<file path="config.mk">
export PLATFORM = sky130hd
export DESIGN_NAME = hazard_ctrl
export DESIGN_NICKNAME = d
export VERILOG_FILES = /design/src/rtl/hazard_ctrl_pkg.sv /design/src/rtl/hazard_ctrl_sat_counter.sv /design/src/rtl/hazard_ctrl.sv
export SDC_FILE = /design/constraint.sdc
export NUM_CORES = 1
export LEC_CHECK = 0
export ABC_CLOCK_PERIOD_IN_PS = 3650
export CORE_MARGIN = 2
export CORE_UTILIZATION = 41
export DETAILED_ROUTE_END_ITERATION = 8
export GPL_TIMING_DRIVEN = 0
export PLACE_DENSITY = 0.7
export SLEW_MARGIN = 40
export SYNTH_ARGS = -nofsm -noshare
export SYNTH_HDL_FRONTEND = slang
export SYNTH_SLANG_ARGS = --single-unit
export TNS_END_PERCENT = 50
</file>
<file path="constraint.sdc">
create_clock -name clk -period 3.65 [get_ports clk]
set_input_delay 0.73 -clock clk [delete_from_list [all_inputs] [get_ports clk]]
set_output_delay 0.73 -clock clk [all_outputs]
set_load 0.03 [all_outputs]
</file>
<file path="src/rtl/hazard_ctrl_pkg.sv">
// Shared types and constants for the pipeline hazard/stall controller.
package hazard_pkg;
    typedef enum logic [1:0] {
        RUN      = 2'd0,
        MEM_WAIT = 2'd1,
        ERR      = 2'd2
    } state_t;

    localparam int MEM_TIMEOUT_DEF = 64;
    localparam int CNT_W_DEF       = 16;
    localparam logic [4:0] REG_ZERO = 5'd0;
endpackage

</file>
<file path="src/rtl/hazard_ctrl_sat_counter.sv">
// Saturating up-counter: advances on inc and holds at all-ones.
module sat_counter #(
    parameter int W = 16
) (
    input  logic         clk,
    input  logic         rst,
    input  logic         inc,
    output logic [W-1:0] count
);
    // count register, sticks at its maximum value
    always_ff @(posedge clk or posedge rst) begin
        if (rst) begin
            count <= {W{1'b0}};
        end else if (inc && (count != {W{1'b1}})) begin
            count <= count + W'(1);
        end else begin
            count <= count;
        end
    end
endmodule

</file>
<file path="src/rtl/hazard_ctrl.sv">
// Load-use stall, data-memory freeze and taken-branch flush control for the
// 5-stage pipeline, with a sticky memory-timeout error and event counters.
module hazard_ctrl
    import hazard_pkg::*;
#(
    parameter int MEM_TIMEOUT = MEM_TIMEOUT_DEF,
    parameter int CNT_W       = CNT_W_DEF
) (
    input  logic             clk,
    input  logic             rst,
    input  logic [4:0]       IFID_Rs,
    input  logic [4:0]       IFID_Rt,
    input  logic             IFID_UsesRt,
    input  logic [4:0]       IDEX_Rt,
    input  logic             IDEX_MemRead,
    input  logic             EXMEM_MemRead,
    input  logic             EXMEM_MemWrite,
    input  logic             dmem_ready,
    input  logic             ID_BranchTaken,
    output logic             PCWrite,
    output logic             IFID_Write,
    output logic             IDEX_Bubble,
    output logic             IFID_Flush,
    output logic             Pipe_Freeze,
    output logic             mem_err,
    output logic [CNT_W-1:0] stall_cycles,
    output logic [CNT_W-1:0] flush_count
);
    localparam logic [CNT_W-1:0] TIMEOUT_LAST = CNT_W'(MEM_TIMEOUT - 1);

    state_t           state_r, state_n_s;
    logic [CNT_W-1:0] wait_cnt_r, wait_cnt_n_s;
    logic             err_set_s;
    logic             memstall_s, loaduse_s;

    assign memstall_s = (EXMEM_MemRead | EXMEM_MemWrite) & ~dmem_ready;
    assign loaduse_s  = IDEX_MemRead & (IDEX_Rt != REG_ZERO) &
                        ((IDEX_Rt == IFID_Rs) | (IFID_UsesRt & (IDEX_Rt == IFID_Rt)));

    // state, wait counter and sticky error registers
    always_ff @(posedge clk or posedge rst) begin
        if (rst) begin
            state_r    <= RUN;
            wait_cnt_r <= {CNT_W{1'b0}};
            mem_err    <= 1'b0;
        end else begin
            state_r    <= state_n_s;
            wait_cnt_r <= wait_cnt_n_s;
            mem_err    <= mem_err | err_set_s;
        end
    end

    // next-state logic; the wait counter counts frozen cycles already spent
    always_comb begin
        state_n_s    = state_r;
        wait_cnt_n_s = wait_cnt_r;
        err_set_s    = 1'b0;
        case (state_r)
            RUN: begin
                if (memstall_s) begin
                    state_n_s    = MEM_WAIT;
                    wait_cnt_n_s = CNT_W'(1);
                end else begin
                    state_n_s    = RUN;
                    wait_cnt_n_s = {CNT_W{1'b0}};
                end
            end
            MEM_WAIT: begin
                if (dmem_ready) begin
                    state_n_s    = RUN;
                    wait_cnt_n_s = {CNT_W{1'b0}};
                end else if (wait_cnt_r == TIMEOUT_LAST) begin
                    state_n_s = ERR;
                    err_set_s = 1'b1;
                end else begin
                    wait_cnt_n_s = wait_cnt_r + CNT_W'(1);
                end
            end
            ERR: begin
                state_n_s = ERR;
            end
            default: begin
                state_n_s    = RUN;
                wait_cnt_n_s = {CNT_W{1'b0}};
            end
        endcase
    end

    // prioritised pipeline controls; reset forces the free-running defaults
    always_comb begin
        PCWrite     = 1'b1;
        IFID_Write  = 1'b1;
        IDEX_Bubble = 1'b0;
        IFID_Flush  = 1'b0;
        Pipe_Freeze = 1'b0;
        if (rst) begin
            PCWrite    = 1'b1;
            IFID_Write = 1'b1;
        end else if ((state_r == ERR) || memstall_s) begin
            PCWrite     = 1'b0;
            IFID_Write  = 1'b0;
            Pipe_Freeze = 1'b1;
        end else if (loaduse_s) begin
            PCWrite     = 1'b0;
            IFID_Write  = 1'b0;
            IDEX_Bubble = 1'b1;
        end else if (ID_BranchTaken) begin
            IFID_Flush = 1'b1;
        end else begin
            PCWrite    = 1'b1;
            IFID_Write = 1'b1;
        end
    end

    sat_counter #(.W(CNT_W)) u_stall_cnt (
        .clk   (clk),
        .rst   (rst),
        .inc   (~PCWrite & (state_r != ERR)),
        .count (stall_cycles)
    );

    sat_counter #(.W(CNT_W)) u_flush_cnt (
        .clk   (clk),
        .rst   (rst),
        .inc   (IFID_Flush),
        .count (flush_count)
    );
endmodule

</file>
# After elaboration in Yosys (flattened, before gate mapping)
# Index checks and enable logic that the tools add are counted.
# op_classes
addsub,3
eq_ne,10
muxes,23
bitwise_logic,11
reduce_logical,6
# ops
op,n
"16-bit by 1-bit adder with 16-bit output, second input constant",3
16-bit case mux with 3 select lines,1
16-bit 2-to-1 mux,2
"16-bit != test, second input constant",2
1-bit 2-to-1 mux,17
"16-bit by 6-bit equality test with 1-bit output, second input constant",1
5-bit equality test,2
"3-bit != test, second input constant",2
2-bit case mux with 3 select lines,1
1-bit AND,5
5-bit nonzero test,1
2-bit 2-to-1 mux,2
1-bit inverter,3
1-bit bitwise OR,3
"2-bit by 1-bit equality test with 1-bit output, second input constant",1
"2-bit equality test, second input constant",1
1-bit logical AND,2
2-bit logical NOT,1
"2-bit != test, second input constant",1
2-bit AND reduction,1
1-bit logical OR,1
# totals
register_bits,51
inputBits,23
output_inout_bits,38
elab_cells,58

# Longest topological paths before layout
# logic_depth
ltp_word,10
depth_mapped,8
ltp_nobuf,8

# By module
# From an unflattened synthesis, not the netlist that was laid out.
# unflattened
cells_unflattened,277
area_unflattened_um2,2792.7
# by_module_without_submodules
mod,n_inst,cells_per_inst,area_each_um2,seq_area_each_um2
sat_counter,2,71,805.8,400.4
hazard_ctrl,1,135,1181.1,475.5

# Least setup slack after synthesis
# OpenSTA, ideal clock, no wires.
# synth_timing
kind,input -> output
start,in rst
end,out PCWrite
arrival_ns,2.689
t_required_ns,2.920
setup_slack_ns,0.231
cell_stages,3
n_path_buf,1
cell_sequence,inv_1 nand2_1 buf_4
# synth_between
elab_chain_cells,1
# synth_rtl
element,line,text
"start, declared",hazard_ctrl.sv:10,"input logic rst,"
1-bit 2-to-1 mux,--,
"end, declared",hazard_ctrl.sv:20,"output logic PCWrite,"
# No other way between the ends.

# Worst setup path after layout
# layout_timing
start,in IDEX_Rt[1]
end,out IFID_Flush
# layout_between
elab_chain_cells,7
word_cells_on_any_way,10
classes_between,eq/ne (2); mux (3); bitwise (4); reduce/logical (1)
# layout_rtl
element,line,text
"start, declared",hazard_ctrl.sv:14,"input logic [4:0] IDEX_Rt,"
5-bit equality test,hazard_ctrl.sv:38,((IDEX_Rt == IFID_Rs) | (IFID_UsesRt & (IDEX_Rt == IFID_Rt)));
1-bit AND,hazard_ctrl.sv:38,
1-bit bitwise OR,hazard_ctrl.sv:38,
1-bit AND (*),hazard_ctrl.sv:37,assign loaduse_s = IDEX_MemRead & (IDEX_Rt != REG_ZERO) &
1-bit 2-to-1 mux (*),hazard_ctrl.sv:103,end else if (loaduse_s) begin
1-bit 2-to-1 mux (*),hazard_ctrl.sv:99,end else if ((state_r == ERR) || memstall_s) begin
1-bit 2-to-1 mux (*),hazard_ctrl.sv:96,if (rst) begin
"end, declared",hazard_ctrl.sv:23,"output logic IFID_Flush,"
# Every way passes the cells marked *; elsewhere a longest branch is shown, timed or not.

==> results.txt <==
outcome - completed
First DRT Iteration DRCs - 99
first-pass GRT wire length - 9630 µm
clk_skew - 0.00743 ns
clock buffer depth - 2
Yosys warnings - 0
period utilization - 96.5%
Avg WL per Cell - 13.6 µm
Primary FF master, synth - dfrtp_1
CTS root buffer - clkbuf_8
Clock Sinks - 51
fmax - 284 MHz
die area - 0.00725 mm²
ANT cells - 0
Post-layout nets - 368
Worst Hold Class - register to register
Yosys reg bits - 51
WL final - 5700 µm
grt ovf - 0
via count - 2209
max-cap violations - 0
Sw Ratio - 32.3%
Core Area - 0.00635 mm²
final number of setup-violating endpoints - 0
PortBufs - 60
# H-tree levels - 2
Fillers - 572
crit path cell chain - clkdlybuf4s50_1 -> or4_1 -> o21a_1 -> a2111oi_4 -> buf_6 -> buf_2
Die Wd - 85.2 µm
Initial Utilization - 42.5%
total CTS buffers - 5
Post-synth EDFFs - 0
antenna violations before repair - 0
commonest non-fill, non-tap cell in the layout - clkdlybuf4s50_1
layout cell share with drive strength beyond 1 - 7.58%
Pwr per Cell Area - 429 mW/mm²
Vias/cell - 5.26
CTS tree - yes
Worst setup SP type - primary input
number of global-route vias before repair - 2139
Synth-to-Final Area Change - 31.0%
Post-Syn Area - 0.00270 mm²
Peak supply drop - 310 µV
Slew HR - 51.7%
delay of the slowest cell on the worst path - 0.54 ns
clock slew at reported path FFs - 0.09 ns
register area share after synthesis - 47.2%
gr usage total - 16.4%
fin crit period - 3.52 ns
detailed-router iteration count before antenna repair - 4
P_int - 1.03 mW
Slew @ Worst Pin - 0.723 ns
Post-synth ARST share - 100%
static leakage - 1.45 nW
Layout Utilization - 55.7%
Pins Over Slew Limit - 0
Crit Path Max Fanout - 10
site row count - 29
crit path kind - primary input to primary output
slowest stage cell, crit path - or4_1
cells after synthesis - 274
Residual DRC - 0
largest net degree at the start of global routing - 43
CP Capture Type - primary output
RSZ-0062 raised after global routing - false
Clk pwr share - 25.9%
antenna viol nets, final - 0
switching power - 0.491 mW
CP bufs+invs - 3
Mean Syn Cell Area - 9.86 µm²
Worst-Skew Late Latency - 0.31 ns
Routability Congestion - 0.767
library cells used by synthesis - 35
commonest cells after routing, fill and taps aside - clkdlybuf4s50_1 (57), dfrtp_1 (51), xnor2_1 (40), nand3_1 (28), nor2_1 (25)
total power - 1.52 mW
Post-DP HPWL - 4160 µm
worst path required time - 2.92 ns
Final Hold Violating Endpoints - 0
family with the most delay on the worst path - buffers and inverters
Seq pwr share - 45.8%
IO Pins - 61
Arrival @ worst endpoint - 2.79 ns
Mapped Nets - 300
Combinational Power Share - 28.3%
Die H - 85.2 µm
==> final cells by class <==
cell class / instances / area (µm²) / area share [%]
well taps: 77 / 96.3 / 2.72
plain buffers: 5 / 33.8 / 0.954
repair buffers: 62 / 616 / 17.4
clock buffers: 5 / 68.8 / 1.94
multi-input cells: 210 / 1380 / 38.9
inverters: 7 / 28.8 / 0.813
clock inverters: 3 / 43.8 / 1.24
flip-flops and latches: 51 / 1280 / 36.1
==> sequential cells by signal (all words and copies together) (netlist names) <==
register,flops
u_stall_cnt.count,16
u_flush_cnt.count,16
mem_err,1
wait_cnt_r,16
state_r,2
==> repair_timing <==
item,in CTS,in global routing
setup buffers,1,0
setup endpoints to repair,3,4
pin swaps,1,1
hold buffers,0,0
gates resized for setup,15,2
==> power by group through the flow <==
| stage | logic [mW] | clock network (mW) | registers, mW |
|---|---|---|---|
| after floorplan | 0.145 | 0 | 0.804 |
| after global placement | 0.424 | 0 | 0.704 |
| after detailed placement | 0.433 | 0 | 0.706 |
| after CTS | 0.435 | 0.407 | 0.696 |
| after global routing | 0.467 | 0.431 | 0.706 |
| final | 0.431 | 0.393 | 0.696 |
==> cells in the mapped netlist, types with 3 or more instances <==
library cell / count / share of area (%)
nor4_1: 3 / 0.69
nand3_1: 28 / 5.2
nand2_1: 21 / 2.9
and3_1: 15 / 3.5
and2_1: 3 / 0.69
a21oi_1: 3 / 0.56
a21o_1: 3 / 0.83
dfrtp_1: 51 / 47
inv_1: 7 / 0.97
clkbuf_1: 4 / 0.56
o21a_1: 3 / 0.83
nand4_1: 15 / 3.5
nor3_1: 8 / 1.5
ha_1: 3 / 1.4
and4_1: 4 / 1.3
nor2_1: 25 / 3.5
o21ai_0: 3 / 0.56
xor2_1: 8 / 2.6
mux2_2: 5 / 2.1
xnor2_1: 40 / 13
==> per-layer routing <==
metal,share of wire [%],global-route usage (%)
met5,0,0
met4,1.7,5.92
met3,6.1,3.99
met2,46,26.9
met1,47,21.1
==> through the flow <==
stage	setup WS [ns]	hold WS (ns)	instance area (µm²)	TNS, ns	instances
6_report	0.129	0.490	3540	0	420
5_1_grt	0.0120	0.523	3540	0	420
4_1_cts	0.0111	0.499	3540	0	420
3_5_place_dp	-0.624	0.470	3420	-1.73	412
3_3_place_gp	-0.936	0.451	3400	-3.26	411
2_1_floorplan	0.231	0.466	2700	0	274
==> cell families (layout without fill, tap and decap cells) <==
kind of cell             Yosys count  in the layout  share of synthesized area [%]
AND/OR/NAND/NOR                  131            131                           24.9
flip-flops                        51             51                           47.2
XOR/XNOR                          48             48                           15.6
AO/OA/AOI/OAI                     23             23                           6.72
buffers and inverters             13             82                           2.08
multiplexers                       5              5                           2.08
adder cells (fa/ha/maj)            3              3                           1.39
==> worst paths after layout <==
check | startpoint | endpoint | slack, ns | depth (start not counted)
worst min-delay path | mem_err | mem_err | 0.49 | 1
max in group asynchronous | rst | mem_err | 2.34 | 3
worst max register to register | wait_cnt_r[0] | wait_cnt_r[14] | 1.57 | 7
worst min register to register | mem_err | mem_err | 0.49 | 1
min in group asynchronous | rst | u_stall_cnt.count[13] | 0.88 | 2
worst max-delay path | IDEX_Rt[1] | IFID_Flush | 0.13 | 6
Note: power is estimated with default switching activity, not from simulation.
==> RTL change 1, RTL diff (same settings) <==
The package constant `CNT_W_DEF` goes from 16 to 32.
--- a/src/rtl/hazard_ctrl_pkg.sv
+++ b/src/rtl/hazard_ctrl_pkg.sv
@@ -9,3 +9,3 @@
     localparam int MEM_TIMEOUT_DEF = 64;
-    localparam int CNT_W_DEF       = 16;
+    localparam int CNT_W_DEF       = 32;
     localparam logic [4:0] REG_ZERO = 5'd0;
Ports: changed (resized flush_count and stall_cycles); port bits go from 61 to 93. No check against the original RTL was run, so the function may have changed too.
==> RTL change 1 against the original RTL <==
Worst setup slack worse by 0.054 ns; sequential share of layout area is 1.5 points higher; largest cell class unchanged; clock skew hardly changed; sequential cell count grew 48; area after synthesis increased by 88%; clock power is 120% higher; combinational power is 18% higher; hold slack got worse by 0.0048 ns; final area grew 87%; register-to-register slack lost 0.11 ns; die area grew 84%; power up 71%; wire length grew 110%.
==> RTL change 1: results (changes against the original RTL) <==
outcome: "completed"
wl_met2_um: 5730  # +120%
place_inst: 764  # +85%
nets: 635  # +73%
synth_compound_area_share_pct: 4.30  # -2.4 points
grt_pass1_wl_um: 20100  # +110%
met3_usage_pct: 5.86  # +1.9 points
fin_cells: 782  # +86%
drt_iter0_markers: 171  # +73%
avgViaCountPerCell: 5.24  # -0.39%
synthAdderAreaFrac_pct: 0.737  # -0.65 points
synthMuxAreaShare_pct: 0.221  # -1.9 points
slew_headroom_pct: 60.1  # +8.4 points
hpwl_um: 8810  # +110%
numCtsBuffers: 9  # +4
pre_cts_ws_ns: -0.187  # +0.437 ns
cp_slowest_cell: "clkdlybuf4s50_1"
port_buffers: 92  # +53%
peakVddDrop_mv: 0.443  # +43%
synthXorXnorAreaFrac_pct: 15.6  # +0.068 points
synth_area_leaders: "dfrtp_1 49%, xnor2_1 8.4%, xor2_1 6.9%"
pg_clk_uw: 853  # +120%
critical-path-max-stage-delay_ns: 0.68  # +0.14 ns
syn_nets: 526  # +75%
first_global_vias: 4180  # +95%
synthCells: 500  # +82%
drive_above_1_share_pct: 8.79  # +1.2 points
use_met1_pct: 24.9  # +3.8 points
==> RTL change 1: worst paths after layout <==
| kind | startpoint | endpoint | slack, ns | cells after the start |
|---|---|---|---|---|
| worst max register to register | state_r[0] | wait_cnt_r[26] | 1.46 | 7 |
| min in group asynchronous | rst | u_flush_cnt.count[20] | 0.80 | 3 |
| max in group asynchronous | rst | u_stall_cnt.count[7] | 2.39 | 4 |
| worst min-delay path | mem_err | mem_err | 0.49 | 1 |
| worst max-delay path | IDEX_Rt[1] | IFID_Write | 0.07 | 6 |
| worst min register to register | mem_err | mem_err | 0.49 | 1 |
==> RTL change 1: layout make-up <==
class                   instances  area (um^2)
multi-input cells             383         2500
inverters                       7         35.0
clock buffers                  14          244
repair buffers                 98         1040
plain buffers                  11         87.6
flip-flops and latches         99         2480
fillers                      1039         5460
well taps                     168          210
clock inverters                 2         12.5
==> RTL change 1: worst max-delay path, delay by kind of cell <==
family / cells / cell delay (ns)
simple gates: 2 / 0.67
compound gates: 2 / 0.31
buf+inv: 2 / 1.15
==> RTL change 2, RTL diff (same flow settings) <==
Without the edit above. Encoding of `state_t`: now one-hot (3 bits for 3 states).
--- a/src/rtl/hazard_ctrl_pkg.sv
+++ b/src/rtl/hazard_ctrl_pkg.sv
@@ -2,6 +2,6 @@
 package hazard_pkg;
-    typedef enum logic [1:0] {
-        RUN      = 2'd0,
-        MEM_WAIT = 2'd1,
-        ERR      = 2'd2
+    typedef enum logic [2:0] {
+        RUN      = 3'b001,
+        MEM_WAIT = 3'b010,
+        ERR      = 3'b100
     } state_t;
Behaviour: no difference found for any inputs over 10 cycles, from zero or initial values and one cycle with rst high; not proved beyond that.
==> RTL change 2 against the original RTL <==
Non-clock buffer count increased by 4; area after synthesis up 3.7%; critical path type unchanged; largest power group unchanged; sequential cell count is 1 higher; final cell count is 2.9% higher; wire length grew 4.8%; final area increased by 3.2%; worst setup slack better by 0.017 ns; power is 1.6% higher.
==> RTL change 2: results (changes against the original RTL) <==
outcome: "completed"
p_int_mw: 1.04  # +0.83%
drive_above_1_share_pct: 9.66  # +2.1 points
cts_resized: 9  # -6
peakVddDrop_mv: 0.454  # +46%
gp_congestion: 0.842  # +9.8%
leakage_nw: 1.57  # +8.0%
grt_max_degree: 32  # -26%
nets: 377  # +2.4%
synth_area_leaders: "dfrtp_1 46%, xor2_1 9.7%, xnor2_1 6.3%"
hpwl_um: 4370  # +5.2%
avgSynthCellArea_um2: 9.97  # +1.1%
first_global_vias: 2280  # +6.6%
r2r_setup_slack_ns: 1.39  # -0.18 ns
wl_per_cell_um: 13.8  # +1.9%
holdWs_ns: 0.490  # +0.000260 ns
timing.rr.end: "u_stall_cnt.count[1]"
fill_cells: 583  # +1.9%
r2r_start: "u_stall_cnt.count[0]"
cp-startpoint: "IDEX_Rt[1]"
synth.distinct_cells: 47  # +34%
crit_arrival_ns: 2.77  # -0.02 ns
antenna_found_initial: 0  # unchanged
post_cts_buffers: 0  # -1
pre_cts_ws_ns: -0.604  # +0.0198 ns
routed_wl_um: 5980  # +4.8%
drt_iter0_markers: 97  # -2.0%
endpoint: "IFID_Write"
syn_nets: 307  # +2.3%
port_buffers: 60  # unchanged
grt_pass1_wl_um: 10400  # +8.1%
netlist_top_cells_count: "51 x dfrtp_1, 32 x nor2_1, 31 x xor2_1, 20 x xnor2_1"
setup_ws_ns: 0.146  # +0.0170 ns
avgViaCountPerCell: 5.32  # +1.1%
placed_area_um2: 3520  # +3.0%
grt_util_all_layers_pct: 17.1  # +0.72 points
place_inst: 422  # +2.4%
slew_headroom_pct: 56.6  # +4.9 points
clock_skew_ns: 0.0106  # +0.00321 ns
drt_first_pass_iters: 4  # unchanged
yosysSeqAreaShare_pct: 46.5  # -0.73 points
-- RTL change 2: changes by cell type in the layout (fill, tap and decap cells not counted), moves of 4 or more --
| cell | unedited run | this run |
|---|---|---|
| and3_1 | 15 | 4 |
| nand3_1 | 28 | 19 |
| nor3_1 | 8 | 14 |
| nor4_1 | 3 | 9 |
| o21ai_0 | 3 | 7 |
| nor2_1 | 25 | 32 |
| nand4_1 | 15 | 11 |
| mux2_2 | 5 | 1 |
| xor2_1 | 8 | 31 |
| xnor2_1 | 40 | 20 |
| nor4b_1 | 0 | 4 |
-- RTL change 2: cell families (layout without fill, tap and decap cells) --
kind of cell / Yosys count / count (layout) / synth area share (%)
simple gates: 137 / 137 / 26.9
flops: 52 / 52 / 46.5
xor+xnor: 51 / 51 / 16.0
compound gates: 21 / 21 / 5.54
buf+inv: 14 / 85 / 2.59
fa+ha+maj: 3 / 3 / 1.34
mux: 3 / 3 / 1.21
-- RTL change 2: layer usage --
metal	up-vias	track usage, %	part of all wire (%)
met5	-	0	0
met4	0	3.84	0.90
met3	7	4.10	3.9
met2	32	27.9	48
met1	1126	23.2	47
li1	1133	-	-
-- RTL change 2: power by group through the flow --
stage	clock network [mW]	logic, mW	registers, mW
after floorplan	0	0.131	0.824
after global placement	0	0.410	0.725
after detailed placement	0	0.420	0.727
after CTS	0.412	0.425	0.718
after global routing	0.434	0.456	0.730
final	0.405	0.422	0.717
-- RTL change 2: cell type report --
type	count	share of cell area [%]
Timing Repair Buffer	63	17.2
Multi-Input combinational cell	215	39.2
Clock inverter	2	1.06
Inverter	6	0.685
Sequential cell	52	35.7
Buffer	8	1.44
Clock buffer	6	1.99
Tap cell	80	2.74
